## config.mk

```make
export PLATFORM = sky130hd
export DESIGN_NAME = can_crc_seq_flat
export DESIGN_NICKNAME = d
export VERILOG_FILES = /design/src/rtl/can_pkg.sv /design/src/rtl/can_crc_seq_if.sv /design/src/rtl/can_crc.sv /design/src/rtl/can_crc_seq.sv /design/src/flat_wrapper.sv
export SDC_FILE = /design/constraint.sdc
export NUM_CORES = 1
export LEC_CHECK = 0
export BUFFER_PORTS_ARGS = -buffer_cell sky130_fd_sc_hd__buf_2
export CAP_MARGIN = 20
export CORE_MARGIN = 2
export CORE_UTILIZATION = 50
export CTS_BUF_LIST = sky130_fd_sc_hd__clkbuf_2 sky130_fd_sc_hd__clkbuf_4 sky130_fd_sc_hd__clkbuf_8
export CTS_CLUSTER_DIAMETER = 50
export CTS_CLUSTER_SIZE = 10
export DETAILED_ROUTE_END_ITERATION = 16
export PLACE_DENSITY = 0.68
export SYNTH_ARGS = -nofsm -noshare
export SYNTH_HDL_FRONTEND = slang
export SYNTH_SLANG_ARGS = --single-unit
export TNS_END_PERCENT = 30
```

## constraint.sdc

```tcl
create_clock -name clk -period 6.2 [get_ports clk]
set_clock_uncertainty 0.15 [all_clocks]
set_input_delay 0.62 -clock clk [delete_from_list [all_inputs] [get_ports clk]]
set_output_delay 0.62 -clock clk [all_outputs]
set_load 0.02 [all_outputs]
```

## src/rtl/can_pkg.sv

```systemverilog
// rtl/can_pkg.sv - shared CAN CRC types, polynomials, field lengths and fixed-stuff-bit positions
package can_pkg;

  typedef enum logic [1:0] {
    ST_IDLE   = 2'd0,
    ST_CALC   = 2'd1,
    ST_CRC_RX = 2'd2,
    ST_DONE   = 2'd3
  } crc_state_t;

  // Generator polynomials without the implicit top term
  localparam logic [14:0] CRC15_POLY = 15'h4599;
  localparam logic [16:0] CRC17_POLY = 17'h1685B;
  localparam logic [20:0] CRC21_POLY = 21'h102899;

  localparam logic [16:0] CRC17_INIT_ISO = 17'h10000;
  localparam logic [20:0] CRC21_INIT_ISO = 21'h100000;

  localparam logic [4:0] FIELD_LEN15 = 5'd15;
  localparam logic [4:0] FIELD_LEN17 = 5'd22;
  localparam logic [4:0] FIELD_LEN21 = 5'd27;

  // One bit per field position: 0, 5, 10, 15, 20, 25
  localparam logic [31:0] FSB_MASK = 32'h0210_8421;

  function automatic logic is_fsb(input logic [4:0] pos);
    return FSB_MASK[pos];
  endfunction

endpackage

```

## src/rtl/can_crc_seq_if.sv

```systemverilog
// rtl/can_crc_seq_if.sv - bit-stream and result signals of the CAN CRC sequencer
interface can_crc_seq_if;
  logic        sample_point;
  logic        sampled_bit;
  logic        stuff_bit;
  logic        sof;
  logic        fd_frame;
  logic        fd_iso;
  logic [3:0]  dlc;
  logic        crc_start;
  logic        frame_abort;
  logic        busy;
  logic        crc_done;
  logic        crc_err;
  logic        fsb_err;
  logic [20:0] crc_calc;

  modport master (
    output sample_point, sampled_bit, stuff_bit, sof, fd_frame, fd_iso, dlc,
           crc_start, frame_abort,
    input  busy, crc_done, crc_err, fsb_err, crc_calc
  );

  modport slave (
    input  sample_point, sampled_bit, stuff_bit, sof, fd_frame, fd_iso, dlc,
           crc_start, frame_abort,
    output busy, crc_done, crc_err, fsb_err, crc_calc
  );
endinterface

```

## src/rtl/can_crc.sv

```systemverilog
// rtl/can_crc.sv - bit-serial CRC15/CRC17/CRC21 engine, all three updated in parallel
module can_crc
  import can_pkg::*;
(
  input  logic        clk,
  input  logic        i_init,
  input  logic        i_fd_iso,
  input  logic        i_enable,
  input  logic        i_data,
  input  logic        i_stuff,
  output logic [14:0] o_crc15,
  output logic [16:0] o_crc17,
  output logic [20:0] o_crc21
);

  logic [14:0] r_crc15;
  logic [16:0] r_crc17;
  logic [20:0] r_crc21;
  logic        w_fb15;
  logic        w_fb17;
  logic        w_fb21;

  assign w_fb15 = i_data ^ r_crc15[14];
  assign w_fb17 = i_data ^ r_crc17[16];
  assign w_fb21 = i_data ^ r_crc21[20];

  // Classic CRC15 skips dynamic stuff bits; the FD CRCs cover them
  always_ff @(posedge clk) begin
    if (i_init) begin
      r_crc15 <= '0;
      r_crc17 <= i_fd_iso ? CRC17_INIT_ISO : '0;
      r_crc21 <= i_fd_iso ? CRC21_INIT_ISO : '0;
    end else if (i_enable) begin
      if (!i_stuff) begin
        r_crc15 <= {r_crc15[13:0], 1'b0} ^ (w_fb15 ? CRC15_POLY : 15'd0);
      end
      r_crc17 <= {r_crc17[15:0], 1'b0} ^ (w_fb17 ? CRC17_POLY : 17'd0);
      r_crc21 <= {r_crc21[19:0], 1'b0} ^ (w_fb21 ? CRC21_POLY : 21'd0);
    end
  end

  assign o_crc15 = r_crc15;
  assign o_crc17 = r_crc17;
  assign o_crc21 = r_crc21;

endmodule

```

## src/rtl/can_crc_seq.sv

```systemverilog
// rtl/can_crc_seq.sv - CAN CRC sequencer: drives the CRC engine, receives and checks the CRC field
module can_crc_seq
  import can_pkg::*;
#(
  parameter logic [3:0] CRC_SEL_DLC = 4'd10
) (
  input  logic         clk,
  input  logic         rst,
  can_crc_seq_if.slave bus
);

  crc_state_t  r_state;
  crc_state_t  w_state_nxt;
  logic [4:0]  r_cnt;
  logic [4:0]  r_len;
  logic [20:0] r_shift;
  logic [20:0] r_calc;
  logic        r_fd;
  logic        r_prev_bit;
  logic        r_crc_done;
  logic        r_crc_err;
  logic        r_fsb_err;

  logic        w_eng_init;
  logic        w_eng_iso;
  logic        w_eng_en;
  logic        w_start;
  logic        w_field_bit;
  logic        w_done_evt;
  logic        w_fsb_pos;
  logic [14:0] w_crc15;
  logic [16:0] w_crc17;
  logic [20:0] w_crc21;
  logic [20:0] w_sel_crc;
  logic [4:0]  w_sel_len;

  can_crc u_crc (
    .clk      (clk),
    .i_init   (w_eng_init),
    .i_fd_iso (w_eng_iso),
    .i_enable (w_eng_en),
    .i_data   (bus.sampled_bit),
    .i_stuff  (bus.stuff_bit),
    .o_crc15  (w_crc15),
    .o_crc17  (w_crc17),
    .o_crc21  (w_crc21)
  );

  always_comb begin
    w_sel_crc = {6'd0, w_crc15};
    w_sel_len = FIELD_LEN15;
    if (bus.fd_frame) begin
      if (bus.dlc <= CRC_SEL_DLC) begin
        w_sel_crc = {4'd0, w_crc17};
        w_sel_len = FIELD_LEN17;
      end else begin
        w_sel_crc = w_crc21;
        w_sel_len = FIELD_LEN21;
      end
    end
  end

  assign w_fsb_pos = r_fd && is_fsb(r_cnt);

  // sof restarts from any state and wins over frame_abort
  always_comb begin
    w_state_nxt = r_state;
    w_eng_init  = 1'b0;
    w_eng_iso   = 1'b0;
    w_eng_en    = 1'b0;
    w_start     = 1'b0;
    w_field_bit = 1'b0;
    w_done_evt  = 1'b0;
    if (rst) begin
      w_state_nxt = ST_IDLE;
      w_eng_init  = 1'b1;
    end else if (bus.sof) begin
      w_state_nxt = ST_CALC;
      w_eng_init  = 1'b1;
      w_eng_iso   = bus.fd_iso;
    end else begin
      case (r_state)
        ST_CALC: begin
          if (bus.frame_abort) begin
            w_state_nxt = ST_IDLE;
          end else if (bus.crc_start) begin
            w_start     = 1'b1;
            w_state_nxt = ST_CRC_RX;
          end else if (bus.sample_point) begin
            w_eng_en = 1'b1;
          end
        end
        ST_CRC_RX: begin
          if (bus.frame_abort) begin
            w_state_nxt = ST_IDLE;
          end else if (bus.sample_point) begin
            w_field_bit = 1'b1;
            if (r_cnt == r_len - 5'd1) begin
              w_state_nxt = ST_DONE;
            end
          end
        end
        ST_DONE: begin
          w_done_evt  = 1'b1;
          w_state_nxt = ST_IDLE;
        end
        default: begin
          w_state_nxt = ST_IDLE;
        end
      endcase
    end
  end

  always_ff @(posedge clk) begin
    r_state <= w_state_nxt;
  end

  // The crc_start bit is field bit 0: a fixed stuff bit in FD, the CRC MSB in classic
  always_ff @(posedge clk) begin
    if (rst) begin
      r_cnt      <= '0;
      r_len      <= '0;
      r_shift    <= '0;
      r_calc     <= '0;
      r_fd       <= 1'b0;
      r_prev_bit <= 1'b0;
      r_crc_done <= 1'b0;
      r_crc_err  <= 1'b0;
      r_fsb_err  <= 1'b0;
    end else begin
      r_crc_done <= w_done_evt;
      if (bus.sof) begin
        r_crc_err <= 1'b0;
        r_fsb_err <= 1'b0;
      end
      if (w_done_evt) begin
        r_crc_err <= (r_shift != r_calc);
      end
      if (w_eng_en) begin
        r_prev_bit <= bus.sampled_bit;
      end
      if (w_start) begin
        r_calc     <= w_sel_crc;
        r_len      <= w_sel_len;
        r_fd       <= bus.fd_frame;
        r_cnt      <= 5'd1;
        r_prev_bit <= bus.sampled_bit;
        if (bus.fd_frame) begin
          r_shift <= '0;
          if (bus.sampled_bit == r_prev_bit) begin
            r_fsb_err <= 1'b1;
          end
        end else begin
          r_shift <= {20'd0, bus.sampled_bit};
        end
      end
      if (w_field_bit) begin
        r_cnt      <= r_cnt + 5'd1;
        r_prev_bit <= bus.sampled_bit;
        if (w_fsb_pos) begin
          if (bus.sampled_bit == r_prev_bit) begin
            r_fsb_err <= 1'b1;
          end
        end else begin
          r_shift <= {r_shift[19:0], bus.sampled_bit};
        end
      end
    end
  end

  assign bus.busy     = (r_state == ST_CALC) || (r_state == ST_CRC_RX);
  assign bus.crc_done = r_crc_done;
  assign bus.crc_err  = r_crc_err;
  assign bus.fsb_err  = r_fsb_err;
  assign bus.crc_calc = r_calc;

endmodule

```

## src/flat_wrapper.sv

```systemverilog
// flat-port wrapper written by rule: the top's interface ports become plain ports
module can_crc_seq_flat import can_pkg::*;
#(
  parameter logic [3:0] CRC_SEL_DLC = 4'd10
)
  (clk, rst, bus_sample_point, bus_sampled_bit, bus_stuff_bit, bus_sof, bus_fd_frame, bus_fd_iso, bus_dlc, bus_crc_start, bus_frame_abort, bus_busy, bus_crc_done, bus_crc_err, bus_fsb_err, bus_crc_calc);
  can_crc_seq_if bus_i ();
  input  logic clk;
  input  logic rst;
  input wire logic [$bits(bus_i.sample_point)-1:0] bus_sample_point;
  input wire logic [$bits(bus_i.sampled_bit)-1:0] bus_sampled_bit;
  input wire logic [$bits(bus_i.stuff_bit)-1:0] bus_stuff_bit;
  input wire logic [$bits(bus_i.sof)-1:0] bus_sof;
  input wire logic [$bits(bus_i.fd_frame)-1:0] bus_fd_frame;
  input wire logic [$bits(bus_i.fd_iso)-1:0] bus_fd_iso;
  input wire logic [$bits(bus_i.dlc)-1:0] bus_dlc;
  input wire logic [$bits(bus_i.crc_start)-1:0] bus_crc_start;
  input wire logic [$bits(bus_i.frame_abort)-1:0] bus_frame_abort;
  output wire logic [$bits(bus_i.busy)-1:0] bus_busy;
  output wire logic [$bits(bus_i.crc_done)-1:0] bus_crc_done;
  output wire logic [$bits(bus_i.crc_err)-1:0] bus_crc_err;
  output wire logic [$bits(bus_i.fsb_err)-1:0] bus_fsb_err;
  output wire logic [$bits(bus_i.crc_calc)-1:0] bus_crc_calc;
  assign bus_i.sample_point = bus_sample_point;
  assign bus_i.sampled_bit = bus_sampled_bit;
  assign bus_i.stuff_bit = bus_stuff_bit;
  assign bus_i.sof = bus_sof;
  assign bus_i.fd_frame = bus_fd_frame;
  assign bus_i.fd_iso = bus_fd_iso;
  assign bus_i.dlc = bus_dlc;
  assign bus_i.crc_start = bus_crc_start;
  assign bus_i.frame_abort = bus_frame_abort;
  assign bus_busy = bus_i.busy;
  assign bus_crc_done = bus_i.crc_done;
  assign bus_crc_err = bus_i.crc_err;
  assign bus_fsb_err = bus_i.fsb_err;
  assign bus_crc_calc = bus_i.crc_calc;
  can_crc_seq #(.CRC_SEL_DLC(CRC_SEL_DLC)) u_core (.clk(clk), .rst(rst), .bus(bus_i));
endmodule
```

After elaboration in Yosys (flattened, before gate mapping). Memories as Yosys holds them, arrays and structs flattened. A register that Yosys moved wholly into a read port is not among the register bits. Index checks and enable logic that the tools add are counted.

Logic and storage cells: 111. Register bits: 112. ROM bits: 32. Bits of input ports: 14. Memories: 1. Output and inout bits: 25.

Memory list: (no name shown) (depth 32, width 1, rd ports 1, clocked after Yosys merged registers in 1, write ports 0, RTL line can_pkg.sv:27) `return FSB_MASK[pos];`.

Mux-type cells: 63. $add $sub $neg: 2. Bitwise operators: 7. Reduce and logical (&&, ||, !) cells: 10. Equal/unequal tests: 12. Magnitude comparators: 2.

Operator list (count): $mux W21 (9); $mux W17 (4); $mux W1 (37); $mux W5 (5); $ne A21 B21 Y1 (1); $xor A21 B21 Y21 (1); $xor A17 B17 Y17 (1); $mux W15 (1); $xor A15 B15 Y15 (1); $mux W2 (5); $ne A4 B4 Y1 const B (2); $lt A5 B6 Y1 const B (1); $ne A3 B3 Y1 const B (2); $reduce_and A3 Y1 (2); $reduce_bool A2 Y1 (3); $add A5 B1 Y5 const B (1); $eq A5 B5 Y1 (1); $sub A5 B1 Y5 const B (1); $eq A2 B2 Y1 const B (2); $le A4 B4 Y1 const B (1); $mux W4 (1); $ne A4 B3 Y1 const B (1); $pmux W2 S2 (1); $ne A3 B2 Y1 const B (1); 9 further kinds (11).

Depth between registers and ports, before layout. Gate-level depths: netlist (run 1).

Depth in word-level cells: 9. Mapped depth: 9.

Modules after synthesis. From an unflattened synthesis (run 1), not the netlist that was laid out.

Cells, all modules: 555. Area, all modules: 5243.8 um^2.

By module, submodules not included: can_crc_seq (instances 1, cells each 381, area each 3037.9 um^2); can_crc (instances 1, cells each 174, area each 2205.9 um^2).

Worst setup path after synthesis (run 1). Ideal clock, no wire load.

Path type: in2reg. From: input bus_crc_start. To: register u_core.u_crc.r_crc17[0], in the netlist u_core.u_crc.o_crc17[0], enable pin. Path buffers: 0. Required time: 5.564 ns. Path slack: 1.906 ns. Setup time: 0.486 ns. Cell stages on the path: 3. Arrival: 3.658 ns. Path through: nor2b_1 nand2_1 o21ai_0.

Longest elaborated chain between the ends: 6.

RTL lines: from (decl) (RTL line flat_wrapper.sv:17) `input wire logic [$bits(bus_i.crc_start)-1:0] bus_crc_start;`; $mux W1 (RTL line can_crc_seq.sv:86) `end else if (bus.crc_start) begin`; $mux W1 (RTL line can_crc_seq.sv:84) `if (bus.frame_abort) begin`; $mux W1 (RTL line can_crc_seq.sv:82) `case (r_state)`; $mux W1 (RTL line can_crc_seq.sv:77) `end else if (bus.sof) begin`; $mux W1 (RTL line can_crc_seq.sv:74) `if (rst) begin`; $reduce_bool A2 Y1 (no source line); to (signal assigned) (RTL line can_crc.sv:31) `r_crc17 <= i_fd_iso ? CRC17_INIT_ISO : '0;`; to (signal assigned) (RTL line can_crc.sv:37) `r_crc17 <= {r_crc17[15:0], 1'b0} ^ (w_fb17 ? CRC17_POLY : 17'd0);`; to (decl) (RTL line can_crc.sv:17) `logic [16:0] r_crc17;`.

Every way passes these cells. A chain may end at the register's enable or synchronous reset.

Worst setup path after layout (run 1).
From: input rst. To: register u_core.u_crc.r_crc17[1], in the netlist u_core.u_crc.o_crc17[1], data pin.

Longest elaborated chain between the ends: 2.

RTL lines: from (decl) (RTL line flat_wrapper.sv:9) `input logic rst;`; $mux W1 (RTL line can_crc_seq.sv:74); $mux W17 (RTL line can_crc.sv:29) `if (i_init) begin`.

Every way passes these cells.

==> qor.csv, run 1 <==
stage;metric;value;unit
worst_setup_path;slowest_delay;0.83;ns
worst_setup_path;timing.rr.end;u_core.u_crc.o_crc15[14];
hold_path;holdPathEnd;u_core.u_crc.o_crc15[2];
power;p_leak;2.151;nW
timing;setup-tns-final;0;ns
floorplanning;start_util;50.80;%
worst_setup_path;critPathKind;input port to flop;
route;wl_per_cell;15.65;um
synth;yosysSeqAreaShare;50.53;%
place;io_buffers;38;
synth;synth_top_area_share;28.38;%
run_status;status;complete, no violations;
synth;syn-num-nets;573;
grt;grt_max_degree;64;
clocking;cts.clk_slew.worst_paths;0.12;ns
route;routed_wl;11190;um
place;hpwl;7751;um
synth;syn_inst;554;
worst_setup_path;crit_family;buffers and inverters;
worst_setup_path;cpMaxStageDelayCell;nand2_1;
layout;layout.nets;592;
worst_setup_path;cp_cell_sequence;buf_2 -> inv_1 -> nand2_1 -> nor2_1;
clocking;cts_resized;0;
worst_setup_path;worst-endpoint-required;6.16;ns
route;vias;3904;
grt;antenna_found_initial;1;
hold_path;min_from;u_core.u_crc.o_crc15[1];
timing;grt_setup_unrepaired;false;
synth;synth_seq_cells;111;
synth;synthArstFlopShare;0;%
synth;yosysWarnings;0;
synth;syn-cell-area;5150;um^2
place;post_dp_cell_area;5415;um^2
place;dpl.cell_count;697;
layout;post-route-util;55.83;%
worst_setup_path;r2r_setup_slack;3.70;ns
floorplanning;die_h;105.5;um
clocking;cts-buffers-inserted;9;
synth;synth_ff_type;dfxtp_1;
grt;grt_pass1_wl;17910;um
route;viasPerCell;5.460;
timing;setup_viol;0;
power;powerDensity;243.2;nW/um^2
timing;timing.fmax;365.1;MHz
timing;hold_slack;0.3191;ns
power;power;1.376;mW
floorplanning;rows;37;
timing;post-route-min-period;2.739;ns
worst_setup_path;cp.arrival;2.69;ns
clocking;tritoncts;done;
floorplanning;io_pins;39;
floorplanning;dieArea;11130;um^2
grt;grt_pass1_vias;3439;
grt;grtUsageTotal;20.39;%
worst_setup_path;crit_fanout;48;
layout;finalInstanceArea;5660;um^2
synth;avgSynthCellArea;9.296;um^2
layout;stdcell_count;715;
synth;synth_edf_count;38;
route;drt_iter0_markers;290;
clocking;cts-hold-fix-buffers;0;
timing;fin_crit_sh;44.18;%
synth;synth_cell_type_count;43;
timing;hold_violations;0;
timing;worst_slew_pin_slew;1.065;ns
route;ant_nets;0;
clocking;clock_sinks;111;
hold_path;holdCritPathClass;flop to flop;
clocking;ctsLongestPathBuffers;2;
clocking;root_buffer;clkbuf_8;
route;first_pass_iters;5;
place;globalplace.congestion;0.8117;
clocking;cts_setup_buffers;0;
timing;layout_setup_ws;3.461;ns
layout;area_delta_synth_final;9.913;%
grt;grt_overflow_total;0;
timing;slew_headroom;28.86;%
timing;maxSlewViolCount;0;
worst_setup_path;critPathCaptureType;flop;
floorplanning;core_area;10140;um^2
synth;synth_area_leaders;dfxtp_1 (28%), edfxtp_1 (22%), xnor2_1 (6.5%), a21oi_1 (6.1%), nand2_1 (4.7%);
route;drcViolationCount;0;
place;place_ws;3.047;ns
worst_setup_path;r2r_start;u_core.r_state[1];
worst_setup_path;reg2reg_depth;7;
floorplanning;dieWidth;105.5;um
clocking;htree_levels;3;
power;irDropWorstVdd;123.7;uV
worst_setup_path;crit_path_start_kind;input port;
job;max_cap_violations;0;
synth;synth_largest_area_cell;dfxtp_1;
hold_path;min_path_cells;2;
worst_setup_path;path_buf_inv;2;
clocking;clk_latency;0.38;ns
layout;drive_gt1_share;12.63;%
==> registers in the layout, summed over array words and instances, names as in the netlist, named ones only <==
name and count:
u_core.bus.crc_calc 21, u_core.bus.crc_done 1, u_core.bus.crc_err 1, u_core.bus.fsb_err 1, u_core.r_cnt 5, u_core.r_len 4, u_core.r_prev_bit 1, u_core.r_shift 21
u_core.r_state 2, u_core.u_crc.o_crc15 15, u_core.u_crc.o_crc17 17, u_core.u_crc.o_crc21 21
==> cells in the mapped netlist, types with 2 or more instances <==
master and n:
a211oi_1 15, a21oi_1 63, a22oi_1 3, a31o_2 6
a31oi_1 2, and2_1 25, and3_1 2, buf_2 5
clkbuf_1 29, dfxtp_1 73, edfxtp_1 38, ha_1 5
inv_1 10, mux2i_1 18, nand2_1 64, nand2b_1 4
nand3_1 36, nand4_1 3, nor2_1 55, nor2b_1 2
nor3_1 3, nor3_2 2, nor3b_1 2, nor4_1 3
o21ai_0 17, or3_1 2, xnor2_1 38, xor2_1 14
==> worst reg2reg max path, cell delays in order (launching register included) <==
cell and delay (ns):
dfxtp_1 0.35, inv_1 0.08, ha_1 0.22, nor2b_1 0.27, nand2_1 0.19, or3_1 0.58
or3_1 0.44, a21oi_1 0.14
==> layout make-up <==
type / instances / area (um^2)
Antenna cell: 1 / 2.502
Clock buffer: 10 / 131.4
Clock inverter: 6 / 91.34
Fill cell: 906 / 4478
Inverter: 10 / 37.54
Multi-Input combinational cell: 399 / 2392
Sequential cell: 111 / 2603
Tap cell: 136 / 170.2
Timing Repair Buffer: 42 / 232.7
==> how the worst max path moves through the flow <==
stage                       start                  endpoint  slack, ns  depth (start not counted)
global placement              rst  u_core.u_crc.o_crc17[14]       3.10                          4
floorplan           bus_crc_start   u_core.u_crc.o_crc17[0]       1.91                          3
global route                  rst  u_core.u_crc.o_crc21[13]       3.24                          4
finish                        rst   u_core.u_crc.o_crc17[1]       3.46                          4
detailed placement            rst  u_core.u_crc.o_crc17[14]       3.05                          4
CTS                           rst   u_core.u_crc.o_crc17[1]       3.44                          4
==> metal layers <==
metal	part of all wire (%)	vias to the layer above	global-route usage (%)
met4	1.2	0	5.921
li1	-	1947	-
met3	4.2	11	3.772
met1	49	1861	29.73
met2	46	85	31.01
met5	0	-	0
==> layout by cell type (no fill, tap or decap), types with 2 or more instances in the layout <==
cell type | netlist | routed
nor3_1 | 3 | 3
nor3_2 | 2 | 2
and2_1 | 25 | 25
a211oi_1 | 15 | 15
a21oi_1 | 63 | 63
nor4_1 | 3 | 3
and3_1 | 2 | 2
mux2i_1 | 18 | 18
buf_4 | 0 | 3
nor2b_1 | 2 | 2
ha_1 | 5 | 5
xor2_1 | 14 | 14
a31oi_1 | 2 | 2
nor2_1 | 55 | 55
a31o_2 | 6 | 6
dfxtp_1 | 73 | 73
nand3_1 | 36 | 35
clkinv_8 | 0 | 2
o21ai_0 | 17 | 16
nand4_1 | 3 | 3
nand2b_1 | 4 | 4
buf_2 | 5 | 38
a22oi_1 | 3 | 3
inv_1 | 10 | 10
clkbuf_8 | 0 | 9
edfxtp_1 | 38 | 38
xnor2_1 | 38 | 38
or3_1 | 2 | 2
nor3b_1 | 2 | 2
nand2_1 | 64 | 64
==> power by group <==
part / switching, mW / internal (mW) / total, mW
Combinational: 0.0676 / 0.0426 / 0.110
Sequential: 0.0144 / 0.778 / 0.792
Clock: 0.270 / 0.203 / 0.474
==> cell families after synthesis <==
logic type               Yosys count  share of synthesized area [%]
AND/OR/NAND/NOR                  206                          18.63
AO/OA/AOI/OAI                    116                          13.41
flip-flops                       111                          50.53
XOR/XNOR                          53                          9.160
buffers and inverters             44                          3.328
multiplexers                      19                          3.717
adder cells (fa/ha/maj)            5                          1.215
No activity file was read; power rests on OpenSTA's default activity.
==> run 2, diff against run 1 <==
- ABC_AREA: unset -> 1
- clock period: 6.2 -> 2.6 ns (I/O delays scaled with it)
==> run 2 against run 1 <==
Compared with the run above:
- clock power increased by 130%
- die area is 1.2% higher
- area after synthesis is 1.2% higher
- first-iteration DRC count increased by 0.69%
- largest cell class unchanged
==> qor.csv, run 2 <==
stage;metric;value;unit;change
clocking;cts-buffers-inserted;9;;unchanged
grt;grt_overflow_total;0;;unchanged
layout;drive_gt1_share;13.35;%;+0.72 points
synth;synth_ff_type;dfxtp_1;;
hold_path;min_from;bus_fd_frame;;
floorplanning;dieWidth;106.1;um;+0.58%
power;p_leak;2.342;nW;+8.9%
route;routed_wl;12390;um;+11%
worst_setup_path;reg2reg_depth;7;;unchanged
timing;grt_setup_unrepaired;false;;
grt;grtUsageTotal;22.58;%;+2.2 points
synth;yosysSeqAreaShare;49.93;%;-0.61 points
synth;synth.most_common_cell;nand2_1;;
route;ant_nets;0;;unchanged
worst_setup_path;critPathCaptureType;flop;;
timing;setup_viol;0;;unchanged
place;globalplace.congestion;0.8534;;+5.1%
synth;yosysWarnings;0;;unchanged
power;powerDensity;561.6;nW/um^2;+130%
layout;area_delta_synth_final;10.75;%;
floorplanning;start_util;50.95;%;+0.15 points
worst_setup_path;crit_path_start_kind;flop;;
layout;antenna_cells;0;;-1
route;drcViolationCount;0;;unchanged
worst_setup_path;crit_fanout;20;;-58%
worst_setup_path;cp.arrival;2.49;ns;-0.20 ns
floorplanning;core_area;10230;um^2;+0.91%
synth;synth_cell_type_count;45;;+4.7%
timing;fin_crit_sh;89.62;%;
route;viasPerCell;5.270;;-3.5%
place;post_dp_cell_area;5538;um^2;+2.3%
power;power;3.242;mW;+140%
clocking;clk_latency;0.39;ns;about the same
route;vias;4269;;+9.3%
route;first_pass_iters;5;;unchanged
grt;antenna_found_initial;0;;-1
place;dpl.cell_count;792;;+14%
timing;maxSlewViolCount;0;;unchanged
hold_path;holdCritPathClass;input port to flop;;
synth;synthArstFlopShare;0;%;unchanged
clocking;tritoncts;done;;
layout;finalInstanceArea;5773;um^2;+2.0%
synth;synth_seq_cells;111;;unchanged
layout;post-route-util;56.43;%;+0.60 points
layout;stdcell_count;810;;+13%
floorplanning;dieArea;11260;um^2;+1.2%
synth;syn-num-nets;654;;+14%
worst_setup_path;critPathKind;flop to flop;;
synth;synth_edf_count;38;;unchanged
clocking;cts-hold-fix-buffers;0;;unchanged
floorplanning;die_h;106.1;um;+0.58%
clocking;ctsLongestPathBuffers;2;;unchanged
timing;setup-tns-final;0;ns;unchanged
grt;grt_pass1_wl;19810;um;+11%
synth;synth_area_leaders;dfxtp_1 (28%), edfxtp_1 (22%), nand2_1 (9.4%), nor2_1 (5.8%), o21ai_0 (5.5%);;
run_status;status;complete, no violations;;
timing;hold_violations;0;;unchanged
floorplanning;rows;37;;unchanged
layout;final_cell_mix;nand2_1 (131), nor2_1 (79), inv_1 (75);;
floorplanning;io_pins;39;;unchanged
worst_setup_path;worst-endpoint-required;2.76;ns;-3.40 ns
place;hpwl;8488;um;+9.5%
timing;post-route-min-period;2.330;ns;
clocking;clock_sinks;111;;unchanged
synth;synth_common_cells;nand2_1 (131), nor2_1 (80), inv_1 (76);;
synth;synth_largest_area_cell;dfxtp_1;;
timing;slew_headroom;63.40;%;+35 points
place;io_buffers;38;;unchanged
worst_setup_path;r2r_setup_slack;0.27;ns;-3.43 ns
power;irDropWorstVdd;417.1;uV;+240%
worst_setup_path;worstSetupStartpoint;u_core.r_state[1];;
worst_setup_path;timing.rr.end;u_core.r_shift[19];;
grt;grt_max_degree;42;;-34%
clocking;cts.clk_slew.worst_paths;0.11;ns;about the same
timing;timing.fmax;429.2;MHz;
hold_path;min_path_cells;3;;+1
synth;synth_top_area_share;28.04;%;-0.34 points
worst_setup_path;r2r_start;u_core.r_state[1];;
route;drt_iter0_markers;292;;+0.69%
synth;avgSynthCellArea;8.209;um^2;-12%
clocking;htree_levels;3;;unchanged
job;max_cap_violations;0;;unchanged
hold_path;holdPathEnd;u_core.bus.fsb_err;;
timing;worst_slew_pin_slew;0.5463;ns;-0.5182 ns
grt;grt_pass1_vias;3994;;+16%
synth;syn_inst;635;;+15%
layout;layout.nets;688;;+16%
synth;syn-cell-area;5212;um^2;+1.2%
route;wl_per_cell;15.29;um;-2.3%
clocking;root_buffer;clkbuf_8;;
layout;final_common_cell;nand2_1;;
run 2: timing repair:
item / in CTS / in global routing
endpoints found under the setup margin: 0 / 1
resized for setup: 0 / 4
setup buffers: 0 / 0
run 2: critical path, stage by stage, from the launching register on:
cell	delay, ns
dfxtp_1	0.40
ha_1	0.19
inv_1	0.04
nor2_1	0.18
nand3_2	0.18
nor2_2	0.38
clkinvlp_4	0.45
a21oi_1	0.27
run 2: metal layers:
layer / GRT usage (%) / part of all wire (%)
met5: 0 / 0
met2: 36.77 / 47
met1: 30.40 / 45
met3: 4.047 / 6.1
met4: 7.613 / 1.9
run 2: how the worst max path moves through the flow:
stage                                    to  slack [ns]  depth (start not counted)
finish                   u_core.r_shift[19]        0.27                          7
global route             u_core.r_shift[13]         0.1                          7
CTS                       u_core.r_shift[4]        0.29                          8
detailed placement        u_core.r_shift[4]        0.32                          8
global placement         u_core.r_shift[14]        0.43                          9
floorplan           u_core.u_crc.o_crc17[0]        0.31                          6
run 2: power breakdown:
group,switching (mW),internal (mW)
Combinational,0.157,0.0801
Clock,0.645,0.468
Sequential,0.0380,1.85
run 2: through the flow:
stage,hold WS (ns),setup slack [ns]
after CTS,0.01773,0.2936
final,0.03609,0.2700
after detailed placement,0.3151,0.3239
after floorplan,0.2696,0.3105
after global routing,0.04308,0.09700
after global placement,0.3052,0.4282
run 2: cells by family (layout without fill, tap and decap cells):
logic type                 Yosys count  in the layout  synth area share, %
xor gates and xnor gates            35             35                6.025
and+or+nand+nor                    246            246                20.31
adders and majority gates            5              5                1.200
buffers and inverters              109            148                8.257
AOI/OAI and AO/OA                  129            129                14.28
DFF                                111            111                49.93
run 2: layout make-up:
type	count	area, um^2
Inverter	82	311.5
Sequential cell	111	2603
Tap cell	136	170.2
Timing Repair Buffer	48	277.8
Multi-Input combinational cell	415	2182
Timing Repair inverter	2	15.01
Fill cell	923	4458
Clock inverter	7	90.09
Clock buffer	9	123.9
